## config.mk

```make
export PLATFORM = sky130hd
export DESIGN_NAME = rv32_fetch
export DESIGN_NICKNAME = d
export VERILOG_FILES = /design/src/rtl/rv32_pkg.sv /design/src/rtl/rv32_fetch_fifo.sv /design/src/rtl/rv32_fetch.sv
export SDC_FILE = /design/constraint.sdc
export NUM_CORES = 1
export LEC_CHECK = 0
export CORE_UTILIZATION = 56
export CTS_CLUSTER_SIZE = 28
export DETAILED_ROUTE_END_ITERATION = 8
export PLACE_DENSITY = 0.85
export SYNTH_ARGS = -nofsm -noshare
export SYNTH_HDL_FRONTEND = slang
export SYNTH_SLANG_ARGS = --single-unit
```

## constraint.sdc

```tcl
create_clock -name clk -period 15.3 [get_ports clk]
set_input_delay 2.295 -clock clk [delete_from_list [all_inputs] [get_ports clk]]
set_output_delay 2.295 -clock clk [all_outputs]
set_load 0.02 [all_outputs]
```

## src/rtl/rv32_pkg.sv

```systemverilog
// rtl/rv32_pkg.sv - shared RV32 front-end constants and types
package rv32_pkg;

  localparam logic [31:0] RV32_NOP = 32'h0000_0013;

  typedef struct packed {
    logic [31:0] pc;
    logic [31:0] instr;
  } fetch_entry_t;

endpackage

```

## src/rtl/rv32_fetch_fifo.sv

```systemverilog
// rtl/rv32_fetch_fifo.sv - small synchronous FIFO with flush and occupancy count
module rv32_fetch_fifo #(
  parameter int WIDTH = 32,
  parameter int DEPTH = 2
) (
  input  logic                           clk,
  input  logic                           rst_n,
  input  logic                           flush,
  input  logic                           push,
  input  logic [WIDTH-1:0]               push_data,
  input  logic                           pop,
  output logic [WIDTH-1:0]               head_data,
  output logic [$clog2(DEPTH+1)-1:0]     count
);

  localparam int CW = $clog2(DEPTH + 1);
  localparam int PW = (DEPTH > 1) ? $clog2(DEPTH) : 1;

  logic [WIDTH-1:0] mem_q [DEPTH];
  logic [WIDTH-1:0] mem_d [DEPTH];
  logic [PW-1:0]    wr_ptr_q, wr_ptr_d;
  logic [PW-1:0]    rd_ptr_q, rd_ptr_d;
  logic [CW-1:0]    count_q, count_d;

  function automatic logic [PW-1:0] ptr_inc(input logic [PW-1:0] p);
    return (p == PW'(DEPTH - 1)) ? '0 : p + PW'(1);
  endfunction

  always_comb begin
    mem_d    = mem_q;
    wr_ptr_d = wr_ptr_q;
    rd_ptr_d = rd_ptr_q;
    count_d  = count_q;
    // Flush wins over a same-cycle push or pop.
    if (flush) begin
      wr_ptr_d = '0;
      rd_ptr_d = '0;
      count_d  = '0;
    end else begin
      if (push) begin
        mem_d[wr_ptr_q] = push_data;
        wr_ptr_d        = ptr_inc(wr_ptr_q);
      end
      if (pop) begin
        rd_ptr_d = ptr_inc(rd_ptr_q);
      end
      count_d = count_q + CW'(push) - CW'(pop);
    end
  end

  always_ff @(posedge clk) begin
    if (!rst_n) begin
      wr_ptr_q <= '0;
      rd_ptr_q <= '0;
      count_q  <= '0;
    end else begin
      wr_ptr_q <= wr_ptr_d;
      rd_ptr_q <= rd_ptr_d;
      count_q  <= count_d;
    end
  end

  always_ff @(posedge clk) begin
    mem_q <= mem_d;
  end

  assign head_data = mem_q[rd_ptr_q];
  assign count     = count_q;

  a_no_overflow: assert property (@(posedge clk) disable iff (!rst_n)
    (push && !flush) |-> (count_q < CW'(DEPTH)));
  a_no_underflow: assert property (@(posedge clk) disable iff (!rst_n)
    (pop && !flush) |-> (count_q != '0));

endmodule

```

## src/rtl/rv32_fetch.sv

```systemverilog
// rtl/rv32_fetch.sv - IF stage: PC owner, credit-limited imem fetch, fetch queue toward ID
module rv32_fetch
  import rv32_pkg::*;
#(
  parameter logic [31:0] RESET_PC = 32'h0000_0000,
  parameter int          FQ_DEPTH = 2
) (
  input  logic        clk,
  input  logic        rst_n,
  output logic        imem_req_valid,
  input  logic        imem_req_ready,
  output logic [31:0] imem_req_addr,
  input  logic        imem_rsp_valid,
  input  logic [31:0] imem_rsp_data,
  input  logic        redirect_valid,
  input  logic [31:0] redirect_pc,
  input  logic        id_ready,
  output logic        if_valid,
  output logic [31:0] if_pc,
  output logic [31:0] if_instr
);

  localparam int CW = $clog2(FQ_DEPTH + 1);

  logic [31:0]   pc_q, pc_d;
  logic [CW-1:0] outstanding_q, outstanding_d;
  logic [CW-1:0] drop_cnt_q, drop_cnt_d;

  logic [CW-1:0] fq_count, tag_count;
  logic [31:0]   tag_head;
  fetch_entry_t  fq_head, fq_push_data;
  logic          pop, credit, accept, rsp_keep, fq_push;
  logic [CW:0]   in_use;

  always_comb begin
    if_valid       = (fq_count != '0) & ~redirect_valid;
    pop            = if_valid & id_ready;
    // A slot freed by this cycle's pop can be re-used immediately: one fetch per cycle.
    in_use         = {1'b0, fq_count} + {1'b0, outstanding_q} - (CW+1)'(pop);
    credit         = in_use < (CW+1)'(FQ_DEPTH);
    imem_req_valid = credit & ~redirect_valid;
    accept         = imem_req_valid & imem_req_ready;
    rsp_keep       = imem_rsp_valid & (drop_cnt_q == '0);
    fq_push        = rsp_keep & ~redirect_valid;
    fq_push_data   = '{pc: tag_head, instr: imem_rsp_data};
    if_pc          = if_valid ? fq_head.pc : 32'h0;
    if_instr       = if_valid ? fq_head.instr : RV32_NOP;

    outstanding_d  = outstanding_q + CW'(accept) - CW'(imem_rsp_valid);
    pc_d           = pc_q;
    drop_cnt_d     = drop_cnt_q;
    if (redirect_valid) begin
      pc_d       = {redirect_pc[31:2], 2'b00};
      drop_cnt_d = outstanding_d;
    end else begin
      if (accept) begin
        pc_d = pc_q + 32'd4;
      end
      if (imem_rsp_valid && (drop_cnt_q != '0)) begin
        drop_cnt_d = drop_cnt_q - CW'(1);
      end
    end
  end

  always_ff @(posedge clk) begin
    if (!rst_n) begin
      pc_q          <= RESET_PC;
      outstanding_q <= '0;
      drop_cnt_q    <= '0;
    end else begin
      pc_q          <= pc_d;
      outstanding_q <= outstanding_d;
      drop_cnt_q    <= drop_cnt_d;
    end
  end

  assign imem_req_addr = pc_q;

  // Tags of live requests only; requests orphaned by a redirect never pop it.
  rv32_fetch_fifo #(.WIDTH(32), .DEPTH(FQ_DEPTH)) u_tag_fifo (
    .clk       (clk),
    .rst_n     (rst_n),
    .flush     (redirect_valid),
    .push      (accept),
    .push_data (pc_q),
    .pop       (rsp_keep),
    .head_data (tag_head),
    .count     (tag_count)
  );

  rv32_fetch_fifo #(.WIDTH($bits(fetch_entry_t)), .DEPTH(FQ_DEPTH)) u_fetch_queue (
    .clk       (clk),
    .rst_n     (rst_n),
    .flush     (redirect_valid),
    .push      (fq_push),
    .push_data (fq_push_data),
    .pop       (pop),
    .head_data (fq_head),
    .count     (fq_count)
  );

  a_rsp_expected: assert property (@(posedge clk) disable iff (!rst_n)
    imem_rsp_valid |-> (outstanding_q != '0));
  a_tags_bounded: assert property (@(posedge clk) disable iff (!rst_n)
    tag_count <= outstanding_q);

endmodule

```

==> flow_summary.toml, run 1 <==
[synthesis]
yosysSeqAreaShare = 0.687
synth.area.top_cells = "edfxtp_1 60%, dfxtp_1 8.7%, mux2i_1 6.8%"
synth_edf_count = 184
synth-seq-cells = 224
synth_top_cell_by_area = "edfxtp_1"
ys_types = 53
yosys_warnings = 0
synth-async-reset-ratio = 0
yosysTopAreaCellShare = 0.600
synth_ff_type = "edfxtp_1"
syn-cell-area_mm2 = 0.00921
syn_area_per_cell_um2 = 14.1
syn_inst = 654

[clock_network]
cts_hold_buf = 0
clockRootBuffer = "clkbuf_16"
cts_sinks = 224
cts_resized = 0
postCtsSetupBuffers = 0
cts_tree = "yes"
clk_pin_slew_ns = 0.06
cts_buffers = 22
cts_max_path_buffers = 3
clock_latency_ns = 0.50
htree_levels = 1

[global_route]
grt_pass1_wl_mm = 30.6
grt_pass1_vias = 5853
grt_overflow = 0
grt_max_degree = 64
antenna_found_initial = 0
grtUsageTotal = 0.237

[finish]
num_antenna_cells = 0
final_cell_mix = "184 x edfxtp_1, 161 x clkdlybuf4s50_1, 84 x nor2_1"
layout.nets = 896
layout_commonest_cell = "edfxtp_1"
syn_to_final_growth_pct = 28.3
fillers = 1000
drive_above_1_share = 0.108

[pwr]
switching_power_uw = 325
ir_drop_uv = 80.0
seqPwrFrac = 0.497
fin_total_pwr_uw = 1460
sw_frac_of_total = 0.223
cellLeakagePower_uw = 0.00388
clkPwrFrac = 0.397
p_int_uw = 1130
power_frac_comb = 0.106
p_per_area_mw_per_mm2 = 123

[critical_path]
crit_slowest_cell = "clkdlybuf4s50_1"
crit_family = "buffers and inverters"
cp_num_buf_inv = 6
r2r_end = "drop_cnt_q[1]"
worst_r2r_path_depth = 17
reg2reg_slack_ns = 11.42
path_cells = "clkdlybuf4s50_1 -> buf_4 -> inv_1 -> o21ai_4 -> inv_1 -> and2_1 -> ha_1 -> inv_1 -> nand2_1 -> fa_1 -> xor2_1 -> and3_1 -> clkdlybuf4s50_1"
path_class = "in -> out"
end_kind = "primary output"
arrival_ns = 5.63
cp_max_fo = 28
slowest_delay_ns = 0.61
r2r_start = "u_fetch_queue.count[1]"
cp.depth = 13
startpoint_type = "input pin"
crit_required_ns = 13.01
crit_top_cell = "inv_1"

[timing]
max_freq_mhz = 126
rsz0062_at_grt = "no"
worst_pin_slew_ns = 1.16
setup_violations = 0
hold_viol = 0
setup_tns_ns = 0
drv_slew = 0
maxSlewHeadroom = 0.227
fin_crit_sh = 0.518
worst_slack_ns = 7.37
skew_ns = 0.00969
fin_crit_ns = 7.93

[routing]
drc_errors = 0
routed_wirelength_mm = 20.3
vias = 5935
vias_per_cell = 5.65
postRouteAntennaNets = 0
post_drt_wl_per_cell_um = 19.3
drt-initial-drc-count = 476
drt_pass1_iterations = 5

[worst_hold_path]
holdPathStages = 0
worst_hold_startpoint = "imem_req_addr[26]"
min_to = "u_tag_fifo.mem_q[26]"
hold_path.class = "reg -> reg"

[die]
die_w_um = 130
start_util = 0.578
rows = 46
io_pins = 168
dieArea_mm2 = 0.0170
core-area_mm2 = 0.0159
die_h_um = 130

[placement]
place_ws_ns = 7.41
io_buffers = 161
place.gp.congestion = 0.878
place_hpwl_mm = 12.6

[status]
status = "finished clean"

[flow_run]
max_cap_viol_count = 0
==> logic make-up after synthesis <==
kind of cell    after synthesis  synth area share
other cells                   1          0.000407
compound gates               59            0.0389
fa+ha+maj                     8            0.0117
flops                       224             0.687
simple gates                192             0.107
mux                          94             0.106
xor+xnor                     27            0.0257
buf+inv                      49            0.0235
==> state kept, by name (all words and copies together), names as in the netlist <==
name and cells:
u_fetch_queue.mem_q 124, u_tag_fifo.mem_q 60, imem_req_addr 30, outstanding_q 2, u_tag_fifo.wr_ptr_q 1, u_fetch_queue.wr_ptr_q 1, u_fetch_queue.count 2, u_fetch_queue.rd_ptr_q 1
u_tag_fifo.rd_ptr_q 1, drop_cnt_q 2
==> synthesized netlist by cell type, types with 10 or more instances <==
| library cell | n |
|---|---|
| a21oi_1 | 22 |
| clkbuf_1 | 14 |
| edfxtp_1 | 184 |
| nor2_1 | 85 |
| xnor2_1 | 13 |
| nor3_1 | 10 |
| dfxtp_1 | 40 |
| nand3_1 | 17 |
| nand2_1 | 29 |
| inv_1 | 16 |
| nand4_1 | 12 |
| mux2i_1 | 63 |
| mux2_2 | 30 |
| xor2_1 | 14 |
| o21ai_0 | 17 |
==> power by group through the flow <==
stage | Combinational (uW) | Sequential, uW | Clock [uW]
2_1_floorplan | 85.0 | 739 | 0
3_3_place_gp | 146 | 734 | 0
3_5_place_dp | 153 | 737 | 0
4_1_cts | 155 | 725 | 586
5_1_grt | 165 | 728 | 610
6_report | 155 | 725 | 579
==> worst register-to-register path: stages (launching register included) <==
cell and delay (ns):
dfxtp_1 0.36, o21ai_4 0.15, inv_1 0.13, and2_1 0.22, ha_1 0.28, inv_1 0.08
nand2_1 0.08, fa_1 0.41, xor2_1 0.30, and4_4 0.40, inv_2 0.18, ha_1 0.32
inv_1 0.04, ha_1 0.17, xor2_1 0.17, and2_1 0.17, nor3_1 0.06, a22o_1 0.26
==> per-layer routing <==
layer  wire (um)  vias up  global-route usage  share of wire
met5           0        -                   0              0
met4         388        0              0.0677          0.019
met3        1760       32              0.0447          0.087
met2       10200      294               0.425           0.50
met1        7920     2873               0.291           0.39
li1            -     2736                   -              -
==> how the worst max path moves through the flow <==
stage,startpoint,endpoint
6_report,redirect_valid,imem_req_valid
5_1_grt,redirect_valid,imem_req_valid
4_1_cts,redirect_valid,imem_req_valid
3_5_place_dp,redirect_valid,imem_req_valid
3_3_place_gp,redirect_valid,imem_req_valid
2_1_floorplan,redirect_valid,u_fetch_queue.mem_q[100]
==> final cells by class <==
cell class                      count  area (um2)  area share
Clock buffer                       29         608      0.0515
Timing Repair Buffer              169        1670       0.141
Multi-Input combinational cell    384        2700       0.228
Inverter                           17        63.8     0.00540
Sequential cell                   224        6330       0.536
Tap cell                          216         270      0.0229
Clock inverter                     11         175      0.0148
==> through the flow <==
stage	hold WS [ns]	instances	utilization	area [um2]
after floorplan	0.498	657	-	9220
after global placement	0.525	1010	0.692	11000
after detailed placement	0.531	1010	0.692	11000
after CTS	0.545	1050	0.741	11800
after global routing	0.561	1050	0.741	11800
final	0.551	1050	0.741	11800
Note: power is estimated with default switching activity, not from simulation.
==> inputs of run 2 (changes only) <==
--- a/config.mk
+++ b/config.mk
@@ -5,10 +5,10 @@
 export SDC_FILE = /design/constraint.sdc
 export NUM_CORES = 1
 export LEC_CHECK = 0
-export CORE_UTILIZATION = 56
+export CORE_UTILIZATION = 52
 export CTS_CLUSTER_SIZE = 28
 export DETAILED_ROUTE_END_ITERATION = 8
-export PLACE_DENSITY = 0.85
+export PLACE_DENSITY = 0.79
 export SYNTH_ARGS = -nofsm -noshare
 export SYNTH_HDL_FRONTEND = slang
 export SYNTH_SLANG_ARGS = --single-unit
==> constraint.sdc (replaced) <==
create_clock -name clk -period 8.3 [get_ports clk]
set_input_delay 1.245 -clock clk [delete_from_list [all_inputs] [get_ports clk]]
set_output_delay 1.245 -clock clk [all_outputs]
set_load 0.02 [all_outputs]
==> run 2 against run 1 <==
Net effect:
- critical path depth rose by 1
- via count decreased by 2.3%
- first-iteration DRC count fell by 33%
- register-to-register slack got worse by 6.9 ns
- core utilization fell by 5.9 points
- critical path type unchanged
- largest power group unchanged
==> flow_summary.toml, run 2 (same netlist as run 1, synthesis figures left out) <==
[critical_path]
cp_num_buf_inv = 7
startpoint_type = "input pin"
end_kind = "primary output"
crit_slowest_cell = "clkdlybuf4s50_1"
crit_top_cell = "inv_1"
arrival_ns = 4.80
crit_family = "buffers and inverters"
crit_required_ns = 7.05
path_class = "in -> out"
cp_max_fo = 41
slowest_delay_ns = 0.61
path_cells = "clkdlybuf4s50_1 -> buf_4 -> inv_1 -> buf_4 -> o21ai_4 -> inv_1 -> and2_1 -> ha_1 -> inv_1 -> nand2_1 -> fa_1 -> xor2_1 -> and3_1 -> clkdlybuf4s50_1"

[worst_hold_path]
hold_path.class = "reg -> reg"

[clock_network]
postCtsSetupBuffers = 0
cts_max_path_buffers = 3
clk_pin_slew_ns = 0.06
cts_hold_buf = 0
cts_tree = "yes"
clock_latency_ns = 0.49
cts_sinks = 224
htree_levels = 1
clockRootBuffer = "clkbuf_16"
cts_resized = 0
cts_buffers = 22

[die]
io_pins = 168
rows = 48
start_util = 0.532
core-area_mm2 = 0.0173
die_h_um = 135
dieArea_mm2 = 0.0182
die_w_um = 135

[pwr]
cellLeakagePower_uw = 0.00387
ir_drop_uv = 149
p_per_area_mw_per_mm2 = 222
seqPwrFrac = 0.510
sw_frac_of_total = 0.225
clkPwrFrac = 0.382
power_frac_comb = 0.108
switching_power_uw = 589
p_int_uw = 2030

[finish]
layout_commonest_cell = "edfxtp_1"
largest_register_ffs = 124
finalInstanceArea_mm2 = 0.0118
final_cell_mix = "184 x edfxtp_1, 161 x clkdlybuf4s50_1, 84 x nor2_1"
fillers = 1204
drive_above_1_share = 0.113
register_area_mm2 = 0.00633
top_register = "u_fetch_queue.mem_q"
syn_to_final_growth_pct = 28.1
num_antenna_cells = 0
layout.nets = 897
multiInputGateArea_mm2 = 0.00270

[routing]
drt-initial-drc-count = 319
routed_wirelength_mm = 18.9
postRouteAntennaNets = 0
drc_errors = 0
vias_per_cell = 5.47
drt_pass1_iterations = 5
vias = 5800
post_drt_wl_per_cell_um = 17.8

[timing]
hold_viol = 0
max_freq_mhz = 166
skew_ns = 0.0102
drv_slew = 0
setup_violations = 0
worst_pin_slew_ns = 1.16
rsz0062_at_grt = "no"
worst_slack_ns = 2.26
setup_tns_ns = 0
fin_crit_sh = 0.728
fin_crit_ns = 6.04
maxSlewHeadroom = 0.229

[status]
status = "finished clean"

[global_route]
grt_overflow = 0
grt_max_degree = 64
grt_pass1_wl_mm = 28.9
grt_pass1_vias = 5574
antenna_found_initial = 0
grtUsageTotal = 0.204

[placement]
place_ws_ns = 2.31
dpl_cell_area_mm2 = 0.0111
place.gp.congestion = 0.848
place_hpwl_mm = 12.2
io_buffers = 161

[flow_run]
max_cap_viol_count = 0
## run 2: power groups by stage
stage / registers, uW / logic, uW / clock network [uW]
2_1_floorplan: 1360 / 157 / 0
3_3_place_gp: 1350 / 271 / 0
3_5_place_dp: 1360 / 281 / 0
4_1_cts: 1330 / 283 / 1020
5_1_grt: 1340 / 305 / 1060
6_report: 1330 / 282 / 998
## run 2: final timing paths
path | start | end | slack [ns] | depth (start not counted)
max | redirect_valid | imem_req_valid | 2.26 | 14
min | u_tag_fifo.rd_ptr_q | u_tag_fifo.rd_ptr_q | 0.52 | 2
max reg2reg | u_fetch_queue.count[1] | drop_cnt_q[1] | 4.52 | 17
min reg2reg | u_tag_fifo.rd_ptr_q | u_tag_fifo.rd_ptr_q | 0.52 | 2
## run 2: final cells by class
cell class              instances  share of cell area
clock inverters                 9             0.00806
inverters                      17             0.00541
multi-input cells             384               0.229
well taps                     225              0.0239
repair buffers                170               0.142
flip-flops and latches        224               0.537
clock buffers                  31              0.0548
## run 2: routing by layer
metal	wire, um	vias to the layer above	track usage
met2	9190	238	0.348
met3	1380	35	0.0300
met5	0	-	0
met1	7960	2784	0.273
li1	-	2743	-
met4	387	0	0.0568
## run 2: metrics by stage
step	utilization	hold slack, ns	std cells	power (uW)
global placement	0.639	0.492	1020	1620
floorplan	-	0.498	657	1520
global route	0.682	0.565	1060	2710
CTS	0.682	0.523	1060	2630
detailed placement	0.639	0.512	1020	1640
finish	0.682	0.523	1060	2620
## run 2: tightest hold or removal path, cell delays in order (launching register included)
cell and delay (ns):
dfxtp_1 0.35, xor2_1 0.07, nor2_1 0.07
